===== config.mk =====
export PLATFORM = sky130hd
export DESIGN_NAME = plane_loader
export DESIGN_NICKNAME = d
export VERILOG_FILES = /design/src/rtl/plane_loader.sv
export SDC_FILE = /design/constraint.sdc
export NUM_CORES = 1
export LEC_CHECK = 0
export BUFFER_PORTS_ARGS = -buffer_cell sky130_fd_sc_hd__buf_2
export CAP_MARGIN = 20
export CORE_MARGIN = 2
export CORE_UTILIZATION = 35
export DETAILED_ROUTE_END_ITERATION = 10
export PLACE_DENSITY = 0.63
export SYNTH_ARGS = -nofsm -noshare
export SYNTH_HDL_FRONTEND = slang
export SYNTH_SLANG_ARGS = --single-unit

===== constraint.sdc =====
create_clock -name clk -period 2.2 [get_ports clk]
set_input_delay 0 -clock clk [delete_from_list [all_inputs] [get_ports clk]]
set_output_delay 0 -clock clk [all_outputs]
set_load 0.01 [all_outputs]

===== src/rtl/plane_loader.sv =====
// Frame loader for the plane controller bus: command preamble, then OUT_NUM strobed data writes.
// Define PLANE_LOADER_CLEAR_EN to issue a clear-memory command ahead of the preamble.
module plane_loader #(
  parameter int OUT_NUM       = 64,
  parameter int D_WIDTH       = 8,
  parameter int STROBE_CYCLES = 2
) (
  input  logic               clk,
  input  logic               reset,
  input  logic               start,
  input  logic [D_WIDTH-1:0] in_data,
  input  logic               in_valid,
  output logic               in_ready,
  output logic [D_WIDTH-1:0] dataOut,
  output logic               dataEn,
  output logic               rs,
  output logic               busy,
  output logic               frame_done
);

  localparam int CW = $clog2(OUT_NUM);
  localparam int PW = $clog2(2 * STROBE_CYCLES);

  localparam logic [CW-1:0] CNT_LAST = CW'(OUT_NUM - 1);
  localparam logic [PW-1:0] PH_LAST  = PW'(2 * STROBE_CYCLES - 1);
  localparam logic [PW-1:0] PH_LOW   = PW'(STROBE_CYCLES);

  localparam logic [D_WIDTH-1:0] OP_INC  = D_WIDTH'(8'h06);
  localparam logic [D_WIDTH-1:0] OP_ZERO = D_WIDTH'(8'h02);

  localparam logic [2:0] IDLE      = 3'd0;
  localparam logic [2:0] CMD_INC   = 3'd1;
  localparam logic [2:0] CMD_ZERO  = 3'd2;
  localparam logic [2:0] WAIT_DATA = 3'd3;
  localparam logic [2:0] WRITE     = 3'd4;
  localparam logic [2:0] DONE      = 3'd5;
`ifdef PLANE_LOADER_CLEAR_EN
  localparam logic [2:0] CMD_CLEAR = 3'd6;
  localparam logic [D_WIDTH-1:0] OP_CLEAR = D_WIDTH'(8'h01);
`endif

  logic [2:0]    state;
  logic [PW-1:0] ph;
  logic [CW-1:0] cnt;
  logic          in_txn;
  logic          txn_end;

  always_comb begin
    in_txn = 1'b0;
    case (state)
      CMD_INC, CMD_ZERO, WRITE: in_txn = 1'b1;
`ifdef PLANE_LOADER_CLEAR_EN
      CMD_CLEAR:                in_txn = 1'b1;
`endif
      default:                  in_txn = 1'b0;
    endcase
  end

  // Strobe is decoded from the phase counter so reset drops it on the same edge.
  assign txn_end    = in_txn && (ph == PH_LAST);
  assign dataEn     = in_txn && (ph < PH_LOW);
  assign in_ready   = (state == WAIT_DATA);
  assign busy       = (state != IDLE);
  assign frame_done = (state == DONE);

  always_ff @(posedge clk) begin
    if (!reset) begin
      state   <= IDLE;
      ph      <= '0;
      cnt     <= '0;
      rs      <= 1'b0;
      dataOut <= '0;
    end else begin
      ph <= (txn_end || !in_txn) ? '0 : ph + 1'b1;
      case (state)
        IDLE: if (start) begin
          rs <= 1'b1;
`ifdef PLANE_LOADER_CLEAR_EN
          state   <= CMD_CLEAR;
          dataOut <= OP_CLEAR;
`else
          state   <= CMD_INC;
          dataOut <= OP_INC;
`endif
        end
`ifdef PLANE_LOADER_CLEAR_EN
        CMD_CLEAR: if (txn_end) begin
          state   <= CMD_INC;
          dataOut <= OP_INC;
        end
`endif
        CMD_INC: if (txn_end) begin
          state   <= CMD_ZERO;
          dataOut <= OP_ZERO;
        end
        CMD_ZERO: if (txn_end) state <= WAIT_DATA;
        // dataOut doubles as the holding register for the accepted byte
        WAIT_DATA: if (in_valid) begin
          state   <= WRITE;
          rs      <= 1'b0;
          dataOut <= in_data;
        end
        WRITE: if (txn_end) begin
          if (cnt == CNT_LAST) begin
            state <= DONE;
          end else begin
            cnt   <= cnt + 1'b1;
            state <= WAIT_DATA;
          end
        end
        DONE: begin
          cnt   <= '0;
          state <= IDLE;
        end
        default: state <= IDLE;
      endcase
    end
  end

endmodule


==> flow_summary.ini, run 1 <==
[cells_and_area]
layout-drive-gt1-share_pct = 21.58
n_antenna_cell = 0
final_util_pct = 44.81
ff_latch_area_sq_um = 400.4
fill_cells = 270
syn2layout_area_growth_pct = 21.61
nets = 155
final_area_sq_um = 1225
final_cells = 170
multi_input_area_sq_um = 565.5

[synthesis]
synth_top_family_by_area = simple AND/OR/NAND/NOR gates
syn_area_per_cell_sq_um = 8.993
yosys.area_share.simple_pct = 23.11
synthAdderAreaFrac_pct = 2.484
syn_nets = 126
netlist_instances = 112
synth-edff-count = 0
synth_top_area_share_pct = 39.75
synth_largest_area_cell = dfxtp_1
syn-cell-area_sq_um = 1007
ys_types = 37
synth_commonest_cells = dfxtp_1, nand2_1, nor2_1
async_flop_share_pct = 0
ys_seq_area_share_pct = 39.75
synthFlopType = dfxtp_1
ys_seq_elements = 20
yosysMostFrequentCell = dfxtp_1
synth_compound_area_share_pct = 19.25
synth-xor-area-share_pct = 4.348
synth_warnings = 0
ys_top_cells_by_area = dfxtp_1, mux2i_1, nand2_1
synth_mux_area_share_pct = 6.957

[placed_design]
dp_hpwl_mm = 1.433
post-place-cells = 160
gp_congestion = 0.7983
dpl_cell_area_sq_um = 1132
portBuffers = 24

[sta]
hold_viol_final = 0
setup_violations = 0
slew_headroom_pct = 66.17
max_freq_ghz = 0.6076
finalSetupTns_ns = 0
skew_ns = 0.007872
hold_slack_ns = 0.04599
rsz0062_at_grt = false
min_period_ns = 1.646
fin_crit_sh_pct = 74.81
worst_pin_slew_ns = 0.5068
slew_violations = 0

[detailed_routing]
via_count = 866
post_drt_wl_per_cell_um = 11.91
wl_mm = 2.024
drtIter0Drc = 18
drt_drc_violations_left = 0
vias_per_cell = 5.094
drtPass1Iterations = 4
ant_nets = 0

[pwr]
power_density_nw_per_um2 = 502.9
power.leakage_uw = 0.0005255
vdd_drop_max_uv = 369.6

[cts]
path_clk_slew_ns = 0.11
post_cts_resized = 0
postCtsSetupBuffers = 0
clockBufferDepth = 2
h-tree-depth = 1
cts_buffers = 3
cts_hold_buf = 7
cts_tree = yes
insertion_delay_ns = 0.30
cts_sinks = 20
cts_root_buf = clkbuf_4

[floorplan]
ioPinCount = 25
die_h_um = 57.65
initial_core_util_pct = 36.84
die_area_sq_um = 3323
coreArea_sq_um = 2734
dieWidth_um = 57.65
rows = 19

[critical_path]
critPathRequiredTime_ns = 2.43
crit_type = reg2reg
cp-start-kind = register
cp_data_arrival_time_ns = 1.87
crit_path_max_fanout = 9
r2r_cells = 5
cp-end-kind = register

[job]
drv_cap = 0

[global_routing]
grt_max_degree = 17
grt_pass1_wl_mm = 3.553
antenna_found_initial = 0
overflow = 0
grt_pass1_vias = 839
grt_usage_pct = 13.52

[hold_path]
hold_depth = 3
hp-class = in2reg

[status]
status = complete, no violations
logic make-up after synthesis:
group           Yosys count
mux                       7
fa+ha+maj                 2
buf+inv                   9
simple gates             44
xor+xnor                  5
compound gates           25
flops                    20
power breakdown:
part / internal (uW) / leakage (uW) / switching (uW)
logic: 36.9 / 0.000349 / 30.6
registers: 369 / 0.000162 / 8.85
clock network: 63.8 / 0.0000138 / 106
total: 470 / 0.000526 / 146
final cells by class:
class,instances,area share (%)
Tap cell,31,3.167
Multi-Input combinational cell,83,46.17
Timing Repair Buffer,31,15.53
Clock buffer,3,1.839
Inverter,2,0.6129
Sequential cell,20,32.69
per-layer routing:
layer | global-route usage (%) | vias up | part of all wire (%)
li1 | - | 449 | -
met1 | 16.88 | 391 | 49
met2 | 22.08 | 22 | 43
met3 | 4.688 | 4 | 6.4
met4 | 3.987 | 0 | 1.1
met5 | 0 | - | 0
registers in the layout (all words and copies together), names as in the netlist:
signal and flops:
ph 2, state 3, rs 1, dataOut 8, cnt 6
stage by stage:
stage	worst slack [ns]	power [uW]
after floorplan	0.7734	422.2
after global placement	0.6162	444.1
after detailed placement	0.5690	444.9
after CTS	0.5318	621.2
after global routing	0.4081	644.3
final	0.5542	616.0
placed cells by master, fill, tap and decap left out, drive strengths merged, types with 4 or more instances in the layout:
master / Yosys / final
buf: 6 / 24
dfxtp: 20 / 20
dlygate4sd3: 0 / 7
mux2i: 7 / 7
nand2: 15 / 15
nor2: 9 / 9
nor2b: 4 / 4
o21ai: 6 / 6
xor2: 4 / 4
final timing paths:
kind	start	to	slack (ns)
worst max register to register	ph[0]$_SDFF_PP0_	dataOut[5]$_SDFFE_PN0P_	0.55
worst min register to register	ph[0]$_SDFF_PP0_	ph[0]$_SDFF_PP0_	0.43
worst max-delay path	ph[0]$_SDFF_PP0_	dataOut[5]$_SDFFE_PN0P_	0.55
worst min-delay path	in_valid	state[2]$_SDFFE_PN0P_	0.05
critical path, stage by stage, from the launching register on:
cell and delay, ns:
dfxtp_1 0.35, ha_1 0.37, nand2b_4 0.09, a21bo_2 0.25, a21oi_4 0.29, mux2i_1 0.22
Power figures use the tool's default switching activity.
==> inputs of run 2 (changes only) <==
- ABC_AREA: unset -> 1
- PLACE_DENSITY: 0.63 -> 0.65
- clock period: 2.2 -> 1.4 ns (I/O delays scaled with it)
==> run 2 against run 1 <==
Register-to-register slack worse by 0.47 ns. Utilization up 8.7 points. Via count up 32%. Final cell count up 43%. Sequential power up 130%. First-iteration DRC count up 110%. Critical endpoint is now dataEn.
==> flow_summary.ini, run 2 <==
[floorplan]
dieWidth_um = 59.74
die_h_um = 59.74
coreArea_sq_um = 3003
die_area_sq_um = 3568
rows = 20
initial_core_util_pct = 36.21
ioPinCount = 25

[global_routing]
grt_pass1_vias = 1007
grt_pass1_wl_mm = 4.008
grt_max_degree = 14
overflow = 0
antenna_found_initial = 0
grt_usage_pct = 14.52

[sta]
hold_slack_ns = 0.01240
slew_headroom_pct = 83.82
rsz0062_at_grt = true
min_period_ns = 1.341
layout_setup_ws_ns = 0.05946
skew_ns = 0.003452
setup_violations = 0
hold_viol_final = 0
fin_crit_sh_pct = 95.75
max_freq_ghz = 0.7460
slew_violations = 0
worst_pin_slew_ns = 0.2410

[placed_design]
gp_congestion = 0.8439
portBuffers = 24
post-place-cells = 226
dp_hpwl_mm = 1.719
dp_slack_ns = -0.004072

[pwr]
power_density_nw_per_um2 = 1629
power.leakage_uw = 0.0007500
power.total_uw = 2617
vdd_drop_max_uv = 643.1

[synthesis]
synth_warnings = 0
ys_seq_area_share_pct = 36.82
synth-edff-count = 0
synthFlopType = dfxtp_1
syn_area_per_cell_sq_um = 6.753
synth_commonest_cells = nand2_1, nor2_1, dfxtp_1
ys_types = 23
synth_largest_area_cell = dfxtp_1
synth_top_area_share_pct = 36.82
ys_seq_elements = 20
netlist_instances = 161
ys_top_cells_by_area = dfxtp_1, nand2_1, nor2_1
syn-cell-area_sq_um = 1087
yosysMostFrequentCell = nand2_1
syn_nets = 175
async_flop_share_pct = 0

[cells_and_area]
n_antenna_cell = 0
fill_cells = 291
largestRegisters = dataOut x8, cnt x6, state x3
final_cells = 243
layout-drive-gt1-share_pct = 36.19
layout_commonest_cell = nand2_1
nets = 225
layout_common_cells = nand2_1, nor2_1, buf_2
largest_reg_flops = 8
top_register = dataOut
syn2layout_area_growth_pct = 47.76

[status]
status = complete, no violations

[detailed_routing]
via_count = 1140
drtIter0Drc = 38
drt_drc_violations_left = 0
wl_mm = 2.529
post_drt_wl_per_cell_um = 10.41
ant_nets = 0
drtPass1Iterations = 4
vias_per_cell = 4.691

[cts]
cts_tree = yes
clockBufferDepth = 2
cts_sinks = 20
cts_root_buf = clkbuf_4
insertion_delay_ns = 0.30
h-tree-depth = 1
path_clk_slew_ns = 0.12
cts_buffers = 3

[hold_path]
hp-class = in2reg
hold_depth = 5

[critical_path]
critPathRequiredTime_ns = 1.40
cp_data_arrival_time_ns = 1.34
cp-end-kind = output pin
crit_type = reg2out
crit_path_max_fanout = 7
cp-start-kind = register
r2r_cells = 7

[job]
drv_cap = 0
-- run 2: critical path, cell delays in order, from the launching register on --
cell and delay, ns:
dfxtp_4 0.40, nor2_4 0.15, inv_1 0.10, nor2_4 0.12, nor2_4 0.04, nor2_2 0.09
buf_2 0.13
-- run 2: final cells by class --
type / instances / area, sq um / area share (%)
clock buffer: 3 / 22.52 / 1.402
tap: 33 / 41.29 / 2.570
clock inverter: 1 / 30.03 / 1.869
timing repair buffer: 49 / 357.8 / 22.27
sequential: 20 / 414.1 / 25.78
inverter: 16 / 65.06 / 4.050
multi-input combinational: 121 / 675.6 / 42.06
-- run 2: metal layers --
metal	track usage [%]	vias to the layer above	part of all wire, %
met5	0	-	0
met4	5.714	0	1.3
met3	2.597	4	3.8
met2	24.22	23	47
met1	18.44	504	48
li1	-	609	-
-- run 2: through the flow --
stage          utilization [%]    TNS, ns  cell area, sq um
2_1_floorplan                -          0              1087
6_report                 53.50          0              1607
5_1_grt                  53.50    -0.1231              1607
3_5_place_dp             43.54  -0.004072              1308
3_3_place_gp             43.54  -0.002234              1308
4_1_cts                  48.42          0              1454
-- run 2: logic make-up after synthesis --
group	count (synthesis)	share of synthesized area, %
buffers and inverters	20	8.399
AO/OA/AOI/OAI	14	6.444
AND/OR/NAND/NOR	103	44.42
flip-flops	20	36.82
XOR/XNOR	2	1.611
adder cells (fa/ha/maj)	2	2.301
-- run 2: what timing repair did --
action                                  4_1_cts  5_1_grt
resized for setup                             7       31
cloned                                        0        0
endpoints found under the setup margin        5       18
hold buffers                                  8        0
endpoints found under the hold margin         7        0
pin swaps                                     0        8
setup buffers                                 0        5
-- run 2: worst paths after layout --
path                              to             startpoint  slack (ns)
max                           dataEn  state[0]$_SDFFE_PN0P_        0.06
min          dataOut[5]$_SDFFE_PN0P_             in_data[5]        0.01
max reg2reg      cnt[2]$_SDFFE_PN0P_  state[1]$_SDFFE_PN0P_        0.08
min reg2reg         ph[0]$_SDFF_PP0_       ph[0]$_SDFF_PP0_        0.42
-- run 2: power by group --
| part | internal [uW] | total [uW] | switching [uW] |
|---|---|---|---|
| Clock | 290 | 473 | 184 |
| Combinational | 575 | 1290 | 718 |
| Sequential | 724 | 851 | 127 |
| Total | 1590 | 2620 | 1030 |
